`src/rtl/data_mem.sv`:
```
// Byte-addressed data memory for the single-cycle CPU: byte/half/word loads and
// stores with extension, sticky misalignment capture and a post-reset clear walk.
module data_mem #(
  parameter int unsigned ADDR_WIDTH = 8,
  parameter logic [31:0] INIT_VALUE = 32'h0000_0000
) (
  input  logic        CLK,
  input  logic        Reset,
  input  logic        MemRead,
  input  logic        MemWrite,
  input  logic [1:0]  MemSize,
  input  logic        LoadUnsigned,
  input  logic [31:0] DAddr,
  input  logic [31:0] DataIn,
  output logic [31:0] DataOut,
  output logic        busy,
  output logic        alignErr,
  output logic [31:0] errAddr
);

  localparam int unsigned WIDX_W = ADDR_WIDTH - 2;
  localparam int unsigned DEPTH  = 2 ** WIDX_W;

  typedef enum logic {ST_INIT, ST_READY} state_e;

  state_e              state_q, state_d;
  logic [WIDX_W-1:0]   ptr_q, ptr_d;
  logic                align_err_q, align_err_d;
  logic [31:0]         err_addr_q, err_addr_d;
  logic [31:0]         mem_q [DEPTH];

  logic [1:0]          lane;
  logic [WIDX_W-1:0]   widx;
  logic                legal;
  logic                ready;
  logic [31:0]         rd_word;
  logic [7:0]          rd_byte;
  logic [15:0]         rd_half;
  logic [31:0]         st_data;
  logic [3:0]          st_be;
  logic                mem_we;
  logic [WIDX_W-1:0]   mem_waddr;
  logic [31:0]         mem_wdata;
  logic [3:0]          mem_be;

  assign lane     = DAddr[1:0];
  assign widx     = DAddr[ADDR_WIDTH-1:2];
  assign ready    = (state_q == ST_READY);
  assign busy     = (state_q == ST_INIT);
  assign alignErr = align_err_q;
  assign errAddr  = err_addr_q;

  // Alignment legality per access size
  always_comb begin
    legal = 1'b0;
    case (MemSize)
      2'b00:   legal = 1'b1;
      2'b01:   legal = ~DAddr[0];
      2'b10:   legal = (lane == 2'b00);
      default: legal = 1'b0;
    endcase
  end

  // Load path: lane select and extension, forced to zero unless a legal ready read
  assign rd_word = mem_q[widx];
  assign rd_byte = rd_word[{lane, 3'b000} +: 8];
  assign rd_half = rd_word[{lane[1], 4'b0000} +: 16];

  always_comb begin
    DataOut = 32'h0000_0000;
    if (ready && MemRead && legal) begin
      case (MemSize)
        2'b00:   DataOut = LoadUnsigned ? {24'h00_0000, rd_byte}
                                        : {{24{rd_byte[7]}}, rd_byte};
        2'b01:   DataOut = LoadUnsigned ? {16'h0000, rd_half}
                                        : {{16{rd_half[15]}}, rd_half};
        default: DataOut = rd_word;
      endcase
    end
  end

  // Store path: replicate sub-word data across lanes, byte enables pick the target
  always_comb begin
    st_data = DataIn;
    st_be   = 4'b1111;
    case (MemSize)
      2'b00: begin
        st_data = {4{DataIn[7:0]}};
        st_be   = 4'(4'b0001 << lane);
      end
      2'b01: begin
        st_data = {2{DataIn[15:0]}};
        st_be   = lane[1] ? 4'b1100 : 4'b0011;
      end
      default: begin
        st_data = DataIn;
        st_be   = 4'b1111;
      end
    endcase
  end

  // Next-state, clear walk and error capture
  always_comb begin
    state_d     = state_q;
    ptr_d       = ptr_q;
    align_err_d = align_err_q;
    err_addr_d  = err_addr_q;
    mem_we      = 1'b0;
    mem_waddr   = widx;
    mem_wdata   = st_data;
    mem_be      = st_be;
    if (Reset) begin
      state_d     = ST_INIT;
      ptr_d       = '0;
      align_err_d = 1'b0;
      err_addr_d  = 32'h0000_0000;
    end else if (state_q == ST_INIT) begin
      mem_we    = 1'b1;
      mem_waddr = ptr_q;
      mem_wdata = INIT_VALUE;
      mem_be    = 4'b1111;
      ptr_d     = ptr_q + WIDX_W'(1);
      if (ptr_q == WIDX_W'(DEPTH - 1)) begin
        state_d = ST_READY;
      end
    end else if (MemRead || MemWrite) begin
      if (!legal) begin
        align_err_d = 1'b1;
        if (!align_err_q) begin
          err_addr_d = DAddr;
        end
      end else if (MemWrite) begin
        mem_we = 1'b1;
      end
    end
  end

  always_ff @(posedge CLK) begin
    if (Reset) begin
      state_q     <= ST_INIT;
      ptr_q       <= '0;
      align_err_q <= 1'b0;
      err_addr_q  <= 32'h0000_0000;
    end else begin
      state_q     <= state_d;
      ptr_q       <= ptr_d;
      align_err_q <= align_err_d;
      err_addr_q  <= err_addr_d;
    end
  end

  // Array has no reset; only the clear walk or stores change it
  always_ff @(posedge CLK) begin
    if (mem_we) begin
      for (int b = 0; b < 4; b++) begin
        if (mem_be[b]) begin
          mem_q[mem_waddr][8*b +: 8] <= mem_wdata[8*b +: 8];
        end
      end
    end
  end

endmodule

```
`config.mk`:
```
export PLATFORM = sky130hd
export DESIGN_NAME = data_mem
export DESIGN_NICKNAME = d
export VERILOG_FILES = /design/src/rtl/data_mem.sv
export SDC_FILE = /design/constraint.sdc
export NUM_CORES = 2
export LEC_CHECK = 0
export CAP_MARGIN = 20
export CORE_AREA = 10 10 534 536
export CTS_CLUSTER_SIZE = 10
export DETAILED_ROUTE_END_ITERATION = 6
export DIE_AREA = 0 0 544 546
export GPL_TIMING_DRIVEN = 0
export MAX_ROUTING_LAYER = met4
export PLACE_DENSITY = 0.53
export REMOVE_ABC_BUFFERS = 1
export SYNTH_ARGS = -nofsm -noshare
export SYNTH_HDL_FRONTEND = slang
export SYNTH_SLANG_ARGS = --single-unit
```
`constraint.sdc`:
```
create_clock -name CLK -period 10.14 [get_ports CLK]
set_input_delay 1.521 -clock CLK [delete_from_list [all_inputs] [get_ports CLK]]
set_output_delay 1.521 -clock CLK [all_outputs]
set_load 0.01 [all_outputs]
```
# Word level (Yosys, flattened, before mapping)
# Memory sizes are Yosys's and may differ from the RTL's.
# Index checks and enable logic that the tools add are counted.
# word_totals
regBits	40
latchBits	0
mem_bits_rw	2048
romBits	0
input_bits	71
out_inout_bits	66
word_cells	56
n_memories	1
# classes
addsub	1
mul	0
n_div	0
magnitude_cmp	0
n_eq_ne	3
shifts	3
n_mux	33
bitwise_logic	4
reduce_logical	7
# memory_table
memory	words	word_bits	read_ports	rd_ports_with_merged_regs	wr	line	rtl
mem_q	64	32	1	0	1	30	logic [31:0] mem_q [DEPTH];
# op_table
operator	n
32-bit two-way mux	5
32-bit case mux with 2 select lines	2
32-bit by 6-bit variable part select with 16-bit output	1
32-bit by 6-bit variable part select with 8-bit output	1
1-bit two-way mux	19
4-bit two-way mux	3
6-bit two-way mux	2
4-bit case mux with 2 select lines	1
6-bit by 1-bit adder with 6-bit output, second input constant	1
6-bit == test, second input constant	1
2-bit logical NOT	2
1-bit NOT	4
4-bit AND reduction	1
1-bit by 2-bit << shifter with 4-bit output, first input constant	1
1-bit case mux with 3 select lines	1
3-bit AND reduction	1
2-bit by 1-bit == test with 1-bit output, second input constant	1
2-bit == test, second input constant	1
1-bit logical AND	2
1-bit logical OR	1

# Logic depth before layout (Yosys ltp)
# logic_depth
word_depth	8
mapped_depth	13
ltp_nobuf	8

# Least setup slack after synthesis
# Ideal clock, no wire load.
# synth_timing
path_kind	input to output
start	input DAddr[3]
end	output DataOut[1]
arrival_time_ps	4138
required_ps	8619
path_slack_ps	4481
path_stages	8
n_path_buf	4
path_cell_list	buf_2 buf_2 buf_1 buf_1 mux4_2 mux4_2 mux4_2 a221o_1
# synth_via
elab_chain_cells	5
elab_cells_between_ends	7
cone_classes	2 x shift; 4 x mux; 1 x memory
# synth_rtl
item	line	rtl
from (decl)	13	input logic [31:0] DAddr,
memory 64 x 32 bit (*)	--	
32-bit by 6-bit variable part select with 16-bit output / 32-bit by 6-bit variable part select with 8-bit output (equally long branches)	67, 66	
32-bit two-way mux (on tied branches)	75, 73	
32-bit case mux with 2 select lines (*)	72	case (MemSize)
32-bit two-way mux (*)	71	if (ready && MemRead && legal) begin
to (decl)	15	output logic [31:0] DataOut,
# Every way passes the cells marked *; elsewhere a longest branch is shown, timed or not.

# Worst setup path after layout
# layout_timing
start	input DAddr[2]
end	output DataOut[19]
# Same word-level chain as after synthesis.

==> flow_metrics.env <==
export IMPL_drc_errors=0
export IMPL_crit_path_max_fanout=70
export IMPL_cp_top_family="buffers and inverters"
export IMPL_routedWlPerCell_um=28.80
export IMPL_fin_crit_ns=8.785
export IMPL_synthesis_instances=3857
export IMPL_die_h_um=546
export IMPL_final_cell_mix="edfxtp_1 (2048), mux4_2 (604), clkbuf_16 (232)"
export IMPL_r2r_end="mem_q[52][7]"
export IMPL_ir_drop_mv=0.1659
export IMPL_cts_tree="done"
export IMPL_path_buf_inv=8
export IMPL_synth_edf_count=2048
export IMPL_finalHoldViolCount=0
export IMPL_max_freq_mhz=113.8
export IMPL_yosys_warnings=0
export IMPL_vias=40250
export IMPL_status="completed"
export IMPL_ys_flop_type="edfxtp_1"
export IMPL_htree_levels=4
export IMPL_first_iter_violations=3977
export IMPL_place_ws_ns=1.124
export IMPL_antenna_found_initial=10
export IMPL_grt_first_pass_wirelength_um=320500
export IMPL_clock_sinks=2088
export IMPL_initial_utilization=0.2986
export IMPL_post_cts_buffers=0
export IMPL_seqCellArea_um2=62300
export IMPL_fin_setup_tns_ns=0
export IMPL_fin_ws_ns=1.355
export IMPL_maxSlewViolCount=0
export IMPL_relSlewSlack=0.2466
export IMPL_endpoint_kind="primary output"
export IMPL_p_per_area_nw_per_um2=188.9
export IMPL_wl_um=227100
export IMPL_cts_buffer_depth=3
export IMPL_setup_worst_path_start_class="input port"
export IMPL_first_global_vias=41240
export IMPL_port_buffers=136
export IMPL_max_stage_delay_ns=0.60
export IMPL_cts_resized=0
export IMPL_grtUsageTotal=0.1541
export IMPL_ant_nets=0
export IMPL_timing_rr_start="ready"
export IMPL_grt_overflow=0
export IMPL_synth_seq_area_share=0.7593
export IMPL_crit_top_cell="buf_16"
export IMPL_slowest_stage="mux4_2"
export IMPL_syn_area_per_cell_um2=21.27
export IMPL_fp_dieW_um=544
export IMPL_r2r_cells=6
export IMPL_setup_violations=0
export IMPL_ctsHoldBuffers=0
export IMPL_synth_distinct_cells=48
export IMPL_ys_async_sr_fraction=0
export IMPL_ys_seq_elements=2088
export IMPL_drive_above_1_share=0.2746
export IMPL_endpoint="DataOut[19]"
export IMPL_numCtsBuffers=232
export IMPL_grt_max_degree=88
export IMPL_syn_area_um2=82040
export IMPL_vias_per_cell=5.105
export IMPL_area_delta_synth_final_pct=17.38
export IMPL_clockRootBuffer="clkbuf_16"
export IMPL_max_cap_violations=0
export IMPL_final_common_cell="edfxtp_1"
export IMPL_cp_data_arrival_time_ns=7.26
export IMPL_rsz0062_at_grt="no"
export IMPL_multi_input_area_um2=19060
export IMPL_worst_pin_slew_ns=1.126
export IMPL_timing_critical_path_from="DAddr[2]"
export IMPL_finalClockSkew_ns=0.05019
export IMPL_core_um2=274800
export IMPL_insertion_delay_ns=0.87
export IMPL_dp_hpwl_um=147400
export IMPL_die_area_um2=297000
export IMPL_critPathRequiredTime_ns=8.62
export IMPL_path_clk_slew_ns=0.05
export IMPL_rows=193
export IMPL_p_leak_nw=29.94
export IMPL_gp_congestion=0.8047
export IMPL_path_class="in2out"
export IMPL_nets=4249
export IMPL_ios=137
export IMPL_crit_cells=16
export IMPL_cp_cell_sequence="buf_8 > buf_16 > buf_16 > buf_16 > buf_16 > buf_16 > mux4_2 > mux2_2 > a22o_1 > o21ai_0 > buf_4 > o32ai_1 > a31o_2 > nand2_1 > a31oi_1 > clkdlybuf4s50_1"
export IMPL_fin_crit_sh=0.8663
export IMPL_first_pass_iters=5
export IMPL_fill_cells=25310
export IMPL_hp_class="reg2reg"
export IMPL_r2r_slack_ns=5.27
## how the worst min path moves through the flow
stage	startpoint	end	slack, ns	depth (start not counted)
2_1_floorplan	errAddr[0]	errAddr[0]	0.47	2
3_3_place_gp	errAddr[28]	errAddr[28]	0.44	2
3_5_place_dp	errAddr[16]	errAddr[16]	0.45	2
4_1_cts	errAddr[16]	errAddr[16]	0.45	2
5_1_grt	errAddr[2]	errAddr[2]	0.47	2
6_report	errAddr[16]	errAddr[16]	0.45	2
## report_power, final
group | leakage [nW] | switching (W) | internal (W)
clock | 3.13 | 0.00327 | 0.00422
combinational | 7.76 | 0.000738 | 0.000411
sequential | 19.0 | 0.00000829 | 0.00954
## metal layers
layer | part of all wire | GRT usage | vias up | wire length (µm)
met5 | 0 | - | - | 0
met4 | 0.041 | 0.05615 | 0 | 9224
met3 | 0.053 | 0.02435 | 365 | 12090
met2 | 0.50 | 0.2550 | 1387 | 114600
met1 | 0.40 | 0.1918 | 21790 | 91170
li1 | - | - | 16710 | -
## worst reg2reg max path, delay by kind of cell (launching register included)
kind	cells	cell delay, ns
and+or+nand+nor	4	2.54
DFF	1	0.86
muxes	1	0.69
buffers and inverters	1	0.39
## stage by stage
stage | power (W) | instances | util | cell area, µm² | hold WS, ns
6_report | 0.01819 | 7885 | 0.3504 | 96300 | 0.4500
5_1_grt | 0.01874 | 7883 | 0.3504 | 96300 | 0.4716
4_1_cts | 0.01838 | 7876 | 0.3503 | 96260 | 0.4546
3_5_place_dp | 0.01089 | 7547 | 0.3266 | 89740 | 0.4474
3_3_place_gp | 0.01154 | 7355 | 0.3157 | 86770 | 0.4438
2_1_floorplan | 0.01023 | 3612 | - | 80890 | 0.4745
## sequential cells by signal (all words and copies together), names as in the netlist
signal / cells
alignErr: 1
errAddr: 32
mem_q: 2048
ptr_q: 6
ready: 1
## cells in the mapped netlist (all sizes together), types with 7 or more instances
cell type	instances	share of area
clkbuf	125	0.0057
o21ai	14	0.00085
nand2b	7	0.00053
nand3	16	0.00098
mux4	604	0.17
a211oi	7	0.00064
nand4	8	0.00061
dfxtp	40	0.0098
and2	17	0.0013
mux2i	94	0.011
nand2	212	0.0097
mux2	9	0.0012
a22oi	38	0.0035
buf	120	0.0083
inv	17	0.00078
edfxtp	2048	0.75
nor3	148	0.0090
a21oi	69	0.0042
nor2	172	0.0079
a31oi	29	0.0022
## layout make-up
type | count | share of cell area
clock inverter | 24 | 0.004404
inverter | 18 | 0.0007925
tap | 3607 | 0.04686
sequential | 2088 | 0.6469
clock buffer | 305 | 0.06323
multi-input combinational | 1506 | 0.1979
antenna | 6 | 0.0001559
timing repair buffer | 331 | 0.03976
## cells by family (layout without fill, tap and decap cells)
kind of cell             count (synthesis)  count (layout)  synth area share
AO/OA/AOI/OAI                          189             189           0.01469
XOR/XNOR                                 4               4         0.0004271
adder cells (fa/ha/maj)                  1               1         0.0001525
buffers and inverters                  263             678           0.01487
flip-flops                            2088            2088            0.7593
multiplexers                           707             707            0.1785
other                                    0               6                 0
AND/OR/NAND/NOR                        605             605           0.03201
No activity file was read; power rests on OpenSTA's default activity.
